===== src/rtl/ysyx_23060061_lsu_if.sv =====
// Bundle of the LSU's execute-side, memory-side and writeback-side handshake signals.
// The master modport is the LSU's view; slave is the view of the surrounding pipeline/memory.
interface ysyx_23060061_lsu_if #(
  parameter int WIDTH = 32
) ();
  logic             in_valid;
  logic             in_ready;
  logic             in_wen;
  logic [2:0]       in_funct3;
  logic [WIDTH-1:0] in_addr;
  logic [WIDTH-1:0] in_wdata;

  logic             mem_req_valid;
  logic             mem_req_ready;
  logic [WIDTH-1:0] mem_req_addr;
  logic             mem_req_wen;
  logic [WIDTH-1:0] mem_req_wdata;
  logic [3:0]       mem_req_wstrb;
  logic             mem_rsp_valid;
  logic             mem_rsp_ready;
  logic [WIDTH-1:0] mem_rsp_rdata;

  logic             out_valid;
  logic             out_ready;
  logic [WIDTH-1:0] out_rdata;
  logic             out_err;

  modport master (
    input  in_valid, in_wen, in_funct3, in_addr, in_wdata,
    input  mem_req_ready, mem_rsp_valid, mem_rsp_rdata, out_ready,
    output in_ready, mem_req_valid, mem_req_addr, mem_req_wen, mem_req_wdata,
    output mem_req_wstrb, mem_rsp_ready, out_valid, out_rdata, out_err
  );

  modport slave (
    output in_valid, in_wen, in_funct3, in_addr, in_wdata,
    output mem_req_ready, mem_rsp_valid, mem_rsp_rdata, out_ready,
    input  in_ready, mem_req_valid, mem_req_addr, mem_req_wen, mem_req_wdata,
    input  mem_req_wstrb, mem_rsp_ready, out_valid, out_rdata, out_err
  );
endinterface


===== src/rtl/ysyx_23060061_lsu.sv =====
// Multi-cycle load/store unit: one aligned 32-bit memory transaction per access,
// returning extended load data or a store completion; bad accesses never reach memory.
module ysyx_23060061_lsu (
  input logic                  clk,
  input logic                  rst_n,
  ysyx_23060061_lsu_if.master  bus
);

  typedef enum logic [1:0] {
    S_IDLE = 2'd0,
    S_REQ  = 2'd1,
    S_WAIT = 2'd2,
    S_RESP = 2'd3
  } state_e;

  function automatic logic is_illegal(input logic wen, input logic [2:0] f3, input logic [1:0] a);
    logic bad;
    case (f3)
      3'b000:  bad = 1'b0;
      3'b001:  bad = a[0];
      3'b010:  bad = (a != 2'b00);
      3'b100:  bad = wen;
      3'b101:  bad = wen | a[0];
      default: bad = 1'b1;
    endcase
    return bad;
  endfunction

  function automatic logic [3:0] lane_strb(input logic [2:0] f3, input logic [1:0] a);
    logic [3:0] strb;
    case (f3[1:0])
      2'b00:   strb = 4'b0001 << a;
      2'b01:   strb = 4'b0011 << a;
      2'b10:   strb = 4'b1111;
      default: strb = 4'b0000;
    endcase
    return strb;
  endfunction

  function automatic logic [31:0] lane_wdata(input logic [2:0] f3, input logic [31:0] wdata);
    logic [31:0] wd;
    case (f3[1:0])
      2'b00:   wd = {4{wdata[7:0]}};
      2'b01:   wd = {2{wdata[15:0]}};
      default: wd = wdata;
    endcase
    return wd;
  endfunction

  function automatic logic [31:0] extract(input logic [2:0] f3, input logic [1:0] a,
                                          input logic [31:0] rdata);
    logic [31:0] s;
    logic [31:0] r;
    s = rdata >> {a, 3'b000};
    case (f3)
      3'b000:  r = {{24{s[7]}}, s[7:0]};
      3'b100:  r = {24'h000000, s[7:0]};
      3'b001:  r = {{16{s[15]}}, s[15:0]};
      3'b101:  r = {16'h0000, s[15:0]};
      default: r = s;
    endcase
    return r;
  endfunction

  state_e      state_q, state_d;
  logic        in_ready_q, in_ready_d;
  logic        mem_req_valid_q, mem_req_valid_d;
  logic [31:0] mem_req_addr_q, mem_req_addr_d;
  logic        mem_req_wen_q, mem_req_wen_d;
  logic [31:0] mem_req_wdata_q, mem_req_wdata_d;
  logic [3:0]  mem_req_wstrb_q, mem_req_wstrb_d;
  logic        mem_rsp_ready_q, mem_rsp_ready_d;
  logic        out_valid_q, out_valid_d;
  logic [31:0] out_rdata_q, out_rdata_d;
  logic        out_err_q, out_err_d;
  logic [2:0]  funct3_q, funct3_d;
  logic [1:0]  alo_q, alo_d;

  // Next-state and next-output computation for the access FSM.
  always_comb begin
    state_d         = state_q;
    in_ready_d      = in_ready_q;
    mem_req_valid_d = mem_req_valid_q;
    mem_req_addr_d  = mem_req_addr_q;
    mem_req_wen_d   = mem_req_wen_q;
    mem_req_wdata_d = mem_req_wdata_q;
    mem_req_wstrb_d = mem_req_wstrb_q;
    mem_rsp_ready_d = mem_rsp_ready_q;
    out_valid_d     = out_valid_q;
    out_rdata_d     = out_rdata_q;
    out_err_d       = out_err_q;
    funct3_d        = funct3_q;
    alo_d           = alo_q;
    case (state_q)
      S_IDLE: begin
        if (bus.in_valid) begin
          in_ready_d      = 1'b0;
          funct3_d        = bus.in_funct3;
          alo_d           = bus.in_addr[1:0];
          mem_req_addr_d  = {bus.in_addr[31:2], 2'b00};
          mem_req_wen_d   = bus.in_wen;
          mem_req_wdata_d = lane_wdata(bus.in_funct3, bus.in_wdata);
          mem_req_wstrb_d = bus.in_wen ? lane_strb(bus.in_funct3, bus.in_addr[1:0]) : 4'b0000;
          out_rdata_d     = 32'h0000_0000;
          if (is_illegal(bus.in_wen, bus.in_funct3, bus.in_addr[1:0])) begin
            state_d     = S_RESP;
            out_valid_d = 1'b1;
            out_err_d   = 1'b1;
          end else begin
            state_d         = S_REQ;
            mem_req_valid_d = 1'b1;
            out_err_d       = 1'b0;
          end
        end else begin
          state_d = S_IDLE;
        end
      end
      S_REQ: begin
        if (bus.mem_req_ready) begin
          state_d         = S_WAIT;
          mem_req_valid_d = 1'b0;
          mem_rsp_ready_d = 1'b1;
        end else begin
          state_d = S_REQ;
        end
      end
      S_WAIT: begin
        if (bus.mem_rsp_valid) begin
          state_d         = S_RESP;
          mem_rsp_ready_d = 1'b0;
          out_valid_d     = 1'b1;
          // Store acks carry no data for writeback.
          out_rdata_d     = mem_req_wen_q ? 32'h0000_0000
                                          : extract(funct3_q, alo_q, bus.mem_rsp_rdata);
        end else begin
          state_d = S_WAIT;
        end
      end
      S_RESP: begin
        if (bus.out_ready) begin
          state_d     = S_IDLE;
          out_valid_d = 1'b0;
          in_ready_d  = 1'b1;
        end else begin
          state_d = S_RESP;
        end
      end
      default: begin
        state_d         = S_IDLE;
        in_ready_d      = 1'b1;
        mem_req_valid_d = 1'b0;
        mem_rsp_ready_d = 1'b0;
        out_valid_d     = 1'b0;
      end
    endcase
  end

  // State and registered-output flops.
  always_ff @(posedge clk or negedge rst_n) begin
    if (!rst_n) begin
      state_q         <= S_IDLE;
      in_ready_q      <= 1'b1;
      mem_req_valid_q <= 1'b0;
      mem_req_addr_q  <= 32'h0000_0000;
      mem_req_wen_q   <= 1'b0;
      mem_req_wdata_q <= 32'h0000_0000;
      mem_req_wstrb_q <= 4'b0000;
      mem_rsp_ready_q <= 1'b0;
      out_valid_q     <= 1'b0;
      out_rdata_q     <= 32'h0000_0000;
      out_err_q       <= 1'b0;
      funct3_q        <= 3'b000;
      alo_q           <= 2'b00;
    end else begin
      state_q         <= state_d;
      in_ready_q      <= in_ready_d;
      mem_req_valid_q <= mem_req_valid_d;
      mem_req_addr_q  <= mem_req_addr_d;
      mem_req_wen_q   <= mem_req_wen_d;
      mem_req_wdata_q <= mem_req_wdata_d;
      mem_req_wstrb_q <= mem_req_wstrb_d;
      mem_rsp_ready_q <= mem_rsp_ready_d;
      out_valid_q     <= out_valid_d;
      out_rdata_q     <= out_rdata_d;
      out_err_q       <= out_err_d;
      funct3_q        <= funct3_d;
      alo_q           <= alo_d;
    end
  end

  assign bus.in_ready      = in_ready_q;
  assign bus.mem_req_valid = mem_req_valid_q;
  assign bus.mem_req_addr  = mem_req_addr_q;
  assign bus.mem_req_wen   = mem_req_wen_q;
  assign bus.mem_req_wdata = mem_req_wdata_q;
  assign bus.mem_req_wstrb = mem_req_wstrb_q;
  assign bus.mem_rsp_ready = mem_rsp_ready_q;
  assign bus.out_valid     = out_valid_q;
  assign bus.out_rdata     = out_rdata_q;
  assign bus.out_err       = out_err_q;

endmodule


===== src/flat_wrapper.sv =====
// flat-port wrapper written by rule: the top's interface ports become plain ports
module ysyx_23060061_lsu_flat 
  (clk, rst_n, bus_in_valid, bus_in_wen, bus_in_funct3, bus_in_addr, bus_in_wdata, bus_mem_req_ready, bus_mem_rsp_valid, bus_mem_rsp_rdata, bus_out_ready, bus_in_ready, bus_mem_req_valid, bus_mem_req_addr, bus_mem_req_wen, bus_mem_req_wdata, bus_mem_req_wstrb, bus_mem_rsp_ready, bus_out_valid, bus_out_rdata, bus_out_err);
  ysyx_23060061_lsu_if #(.WIDTH(32)) bus_i ();
  input logic clk;
  input logic rst_n;
  input wire logic [$bits(bus_i.in_valid)-1:0] bus_in_valid;
  input wire logic [$bits(bus_i.in_wen)-1:0] bus_in_wen;
  input wire logic [$bits(bus_i.in_funct3)-1:0] bus_in_funct3;
  input wire logic [$bits(bus_i.in_addr)-1:0] bus_in_addr;
  input wire logic [$bits(bus_i.in_wdata)-1:0] bus_in_wdata;
  input wire logic [$bits(bus_i.mem_req_ready)-1:0] bus_mem_req_ready;
  input wire logic [$bits(bus_i.mem_rsp_valid)-1:0] bus_mem_rsp_valid;
  input wire logic [$bits(bus_i.mem_rsp_rdata)-1:0] bus_mem_rsp_rdata;
  input wire logic [$bits(bus_i.out_ready)-1:0] bus_out_ready;
  output wire logic [$bits(bus_i.in_ready)-1:0] bus_in_ready;
  output wire logic [$bits(bus_i.mem_req_valid)-1:0] bus_mem_req_valid;
  output wire logic [$bits(bus_i.mem_req_addr)-1:0] bus_mem_req_addr;
  output wire logic [$bits(bus_i.mem_req_wen)-1:0] bus_mem_req_wen;
  output wire logic [$bits(bus_i.mem_req_wdata)-1:0] bus_mem_req_wdata;
  output wire logic [$bits(bus_i.mem_req_wstrb)-1:0] bus_mem_req_wstrb;
  output wire logic [$bits(bus_i.mem_rsp_ready)-1:0] bus_mem_rsp_ready;
  output wire logic [$bits(bus_i.out_valid)-1:0] bus_out_valid;
  output wire logic [$bits(bus_i.out_rdata)-1:0] bus_out_rdata;
  output wire logic [$bits(bus_i.out_err)-1:0] bus_out_err;
  assign bus_i.in_valid = bus_in_valid;
  assign bus_i.in_wen = bus_in_wen;
  assign bus_i.in_funct3 = bus_in_funct3;
  assign bus_i.in_addr = bus_in_addr;
  assign bus_i.in_wdata = bus_in_wdata;
  assign bus_i.mem_req_ready = bus_mem_req_ready;
  assign bus_i.mem_rsp_valid = bus_mem_rsp_valid;
  assign bus_i.mem_rsp_rdata = bus_mem_rsp_rdata;
  assign bus_i.out_ready = bus_out_ready;
  assign bus_in_ready = bus_i.in_ready;
  assign bus_mem_req_valid = bus_i.mem_req_valid;
  assign bus_mem_req_addr = bus_i.mem_req_addr;
  assign bus_mem_req_wen = bus_i.mem_req_wen;
  assign bus_mem_req_wdata = bus_i.mem_req_wdata;
  assign bus_mem_req_wstrb = bus_i.mem_req_wstrb;
  assign bus_mem_rsp_ready = bus_i.mem_rsp_ready;
  assign bus_out_valid = bus_i.out_valid;
  assign bus_out_rdata = bus_i.out_rdata;
  assign bus_out_err = bus_i.out_err;
  ysyx_23060061_lsu u_core (.clk(clk), .rst_n(rst_n), .bus(bus_i));
endmodule

===== config.mk =====
export PLATFORM = sky130hd
export DESIGN_NAME = ysyx_23060061_lsu_flat
export DESIGN_NICKNAME = d
export VERILOG_FILES = /design/src/rtl/ysyx_23060061_lsu_if.sv /design/src/rtl/ysyx_23060061_lsu.sv /design/src/flat_wrapper.sv
export SDC_FILE = /design/constraint.sdc
export NUM_CORES = 1
export LEC_CHECK = 0
export BUFFER_PORTS_ARGS = -buffer_cell sky130_fd_sc_hd__buf_2
export CAP_MARGIN = 20
export CELL_PAD_IN_SITES_DETAIL_PLACEMENT = 0
export CELL_PAD_IN_SITES_GLOBAL_PLACEMENT = 1
export CORE_MARGIN = 4
export CORE_UTILIZATION = 30
export CTS_CLUSTER_DIAMETER = 60
export CTS_CLUSTER_SIZE = 8
export DETAILED_ROUTE_END_ITERATION = 16
export PLACE_DENSITY = 0.79
export REMOVE_ABC_BUFFERS = 1
export SLEW_MARGIN = 40
export SYNTH_ARGS = -nofsm -noshare
export SYNTH_HDL_FRONTEND = slang
export SYNTH_SLANG_ARGS = --single-unit

===== constraint.sdc =====
create_clock -name clk -period 1.9 [get_ports clk]
set_clock_uncertainty 0.2 [all_clocks]
set_input_delay 0.38 -clock clk [delete_from_list [all_inputs] [get_ports clk]]
set_output_delay 0.38 -clock clk [all_outputs]
set_load 0.01 [all_outputs]

==> results.yml <==
run_status:
  outcome: "finished, final reports clean"
setup_path:
  worstPathMaxFanout: 16
  worstSetupPathType: "reg -> reg"
  crit_slowest_cell: "mux4_2"
  end_kind: "flop"
  reg2reg_from: "u_core.alo_q[0]$_DFFE_PN0P_"
  regToRegEndpoint: "u_core.bus.out_rdata[28]$_DFFE_PN0P_"
  crit_chain: "nand2b_4, mux4_2, nor4_4, buf_12, a221o_2"
  worst-r2r-setup-slack_ns: 0.02
  r2r_cells: 5
  start_kind: "flop"
  worstPathArrival_ns: 1.97
  slowest_delay_ns: 0.49
  worstPathRequired_ns: 1.99
layout:
  antenna_cells: 0
  area_growth_pct: 35.8
  fin_nets: 863
  final_util_pct: 41.8
  drive_gt1_share_pct: 37.0
  n_fill_cell: 1707
synth:
  synth_top_area_share_pct: 53.6
  synthMuxAreaShare_pct: 11.0
  synth_top_family_by_area: "simple AND/OR/NAND/NOR gates"
  ys_top_cells_by_area: "dfrtp_1 54%, nand2_1 14%, mux2i_1 8.4%"
  synth_compound_area_share_pct: 12.4
  yosys.area_share.adder_pct: 0
  synthSimpleGateAreaFrac_pct: 18.9
  ys_ff_latch: 111
  synth-xor-area-share_pct: 0
  netlist_area_sq_um: 5140
  async_reset_ff_share_pct: 100
  synth_edf_count: 0
  syn_inst: 544
  postSynthAreaPerCell_sq_um: 9.44
  yosysSeqAreaShare_pct: 54.1
  synth_warnings: 0
  synthFlopType: "dfrtp_1"
  yosysTopAreaCell: "dfrtp_1"
  synthTopCellsByCount: "185 x nand2_1, 110 x dfrtp_1, 58 x o21ai_0"
  synth_cell_types: 30
  synth_most_common_cell: "nand2_1"
die:
  start_util_pct: 30.8
  die_w_um: 139
  die_h_um: 139
  fp.dieArea_sq_um: 19300
  num_rows: 47
  core_area_sq_um: 16700
  ioPinCount: 212
timing:
  finalCritPeriodShare_pct: 99.1
  hold_ws_ns: 0.0145
  final_max_slew_viol_count: 0
  finalHoldViolations: 0
  rsz0062_at_grt: "yes"
  timing.fmax_mhz: 531
  fin_tns_setup_ns: 0
  period_needed_ns: 1.88
  setup-violations-final: 0
clocking:
  clockRootBuffer: "clkbuf_16"
  clockBufferDepth: 2
  cts.sinks: 111
  post_cts_buffers: 0
  clkSlewWorstSetupHoldPaths_ns: 0.08
  clock_latency_ns: 0.34
  cts_tree: "yes"
  h-tree-depth: 3
  cts_made_buffers: 9
grt:
  grt_overflow_total: 0
  grt_busiest_layer: "met2"
  grt_pass1_wl_mm: 25.1
  grt_pass1_vias: 4686
  met3_usage_pct: 7.72
  met2_usage_pct: 25.0
  gr-usage-all-layers_pct: 16.1
  global_route.usage.met1_pct: 20.8
  grt_max_degree: 61
  antenna_found_initial: 1
routing:
  drc: 0
  drt_iter0_drc: 137
  drt_first_pass_iters: 4
  routedWlPerCell_um: 15.9
  drt_wl_total_mm: 15.6
  ant_nets: 0
  viasPerCell: 4.62
  vias: 4540
place:
  portBuffers: 209
  globalplace.congestion: 0.800
  post-dp-hpwl_mm: 11.8
power_and_ir_drop:
  p_total_mw: 10.3
  power_density_nw_per_um2: 1480
  peakVddDrop_v: 0.000773
  power_leakage_nw: 3.69
flow_run:
  maxCapViolCount: 0
hold_path:
  whs_endpoint: "u_core.bus.mem_req_addr[11]$_DFFE_PN0P_"
  hold_depth: 3
  min_from: "bus_in_addr[11]"
  hp-class: "in -> reg"
-- logic make-up after synthesis --
group	Yosys count
and+or+nand+nor	231
DFF	111
muxes	53
other	1
AOI/OAI and AO/OA	107
buffers and inverters	41
-- stage by stage --
stage	cells	area (sq um)	setup WS, ns
finish	982	6980	0.0178
global route	982	6980	-0.0622
detailed placement	960	6590	-0.0278
global placement	960	6590	0.0159
floorplan	505	4960	-0.826
CTS	981	6960	0.0184
-- per-layer routing --
layer  wire length, um  share of wire (%)
met1              6910                 44
met2              6950                 44
met3              1660                 11
met4                96               0.61
met5                13              0.083
-- layout by cell type (no fill, tap or decap), types with 2 or more instances in the layout --
master	count
buf_2	208
nand2_1	185
dfrtp_1	109
o21ai_0	58
mux2i_1	43
a21oi_1	29
nor2_1	21
buf_4	19
a221o_2	10
clkbuf_16	9
mux2_2	8
nand3b_1	8
buf_12	8
a221o_1	6
dlygate4sd3_1	6
clkinvlp_4	4
nand2b_1	3
o211ai_1	2
or2_2	2
nor3_1	2
mux4_2	2
conb_1	2
-- state kept, by name, summed over array words and instances (netlist names) --
register and cells:
u_core.bus.mem_req_valid 1, u_core.bus.out_valid 1, u_core.state_q 2, u_core.bus.mem_req_wstrb 4, u_core.bus.out_err 1, u_core.bus.mem_req_wen 1, u_core.bus.out_rdata 32, u_core.bus.mem_req_addr 30
u_core.bus.mem_rsp_ready 1, u_core.bus.mem_req_wdata 32, u_core.alo_q 2, u_core.funct3_q 3, u_core.bus.in_ready 1
-- repair_timing --
item                       4_1_cts  5_1_grt
gates resized for setup          2        2
hold endpoints to repair       114        1
hold buffers                     5        1
setup endpoints to repair       16       19
-- how the worst max path moves through the flow --
| stage | startpoint | cells after the start | endpoint | slack [ns] |
|---|---|---|---|---|
| 2_1_floorplan | u_core.state_q[0]$_DFF_PN0_ | 4 | u_core.bus.out_valid$_DFFE_PN0P_ | -0.83 |
| 3_3_place_gp | u_core.alo_q[0]$_DFFE_PN0P_ | 5 | u_core.bus.out_rdata[19]$_DFFE_PN0P_ | 0.02 |
| 3_5_place_dp | bus_mem_rsp_valid | 5 | u_core.bus.out_rdata[24]$_DFFE_PN0P_ | -0.03 |
| 4_1_cts | u_core.bus.mem_req_wen$_DFFE_PN0P_ | 4 | u_core.bus.out_rdata[24]$_DFFE_PN0P_ | 0.02 |
| 5_1_grt | u_core.alo_q[0]$_DFFE_PN0P_ | 5 | u_core.bus.out_rdata[24]$_DFFE_PN0P_ | -0.06 |
| 6_report | u_core.alo_q[0]$_DFFE_PN0P_ | 5 | u_core.bus.out_rdata[28]$_DFFE_PN0P_ | 0.02 |
-- layout make-up --
cell class / count / area (sq um) / share of cell area (%)
tap: 220 / 275 / 3.95
timing repair buffer: 241 / 1400 / 20.1
multi-input combinational: 393 / 2210 / 31.6
inverter: 1 / 3.75 / 0.0538
clock inverter: 7 / 80.1 / 1.15
clock buffer: 9 / 225 / 3.23
sequential: 111 / 2780 / 39.9
-- worst max-delay path: cells and delay by family (launching register included) --
| kind | cells | cell delay, ns |
|---|---|---|
| multiplexers | 1 | 0.49 |
| flip-flops | 1 | 0.47 |
| AND/OR/NAND/NOR | 2 | 0.36 |
| buffers and inverters | 1 | 0.19 |
| AO/OA/AOI/OAI | 1 | 0.11 |
-- where the power goes --
part	total (mW)	internal, mW	switching (mW)
registers	3.98	3.36	0.616
logic	4.40	1.95	2.45
clock network	1.96	1.04	0.926
total	10.3	6.35	3.99
Power figures use the tool's default switching activity.
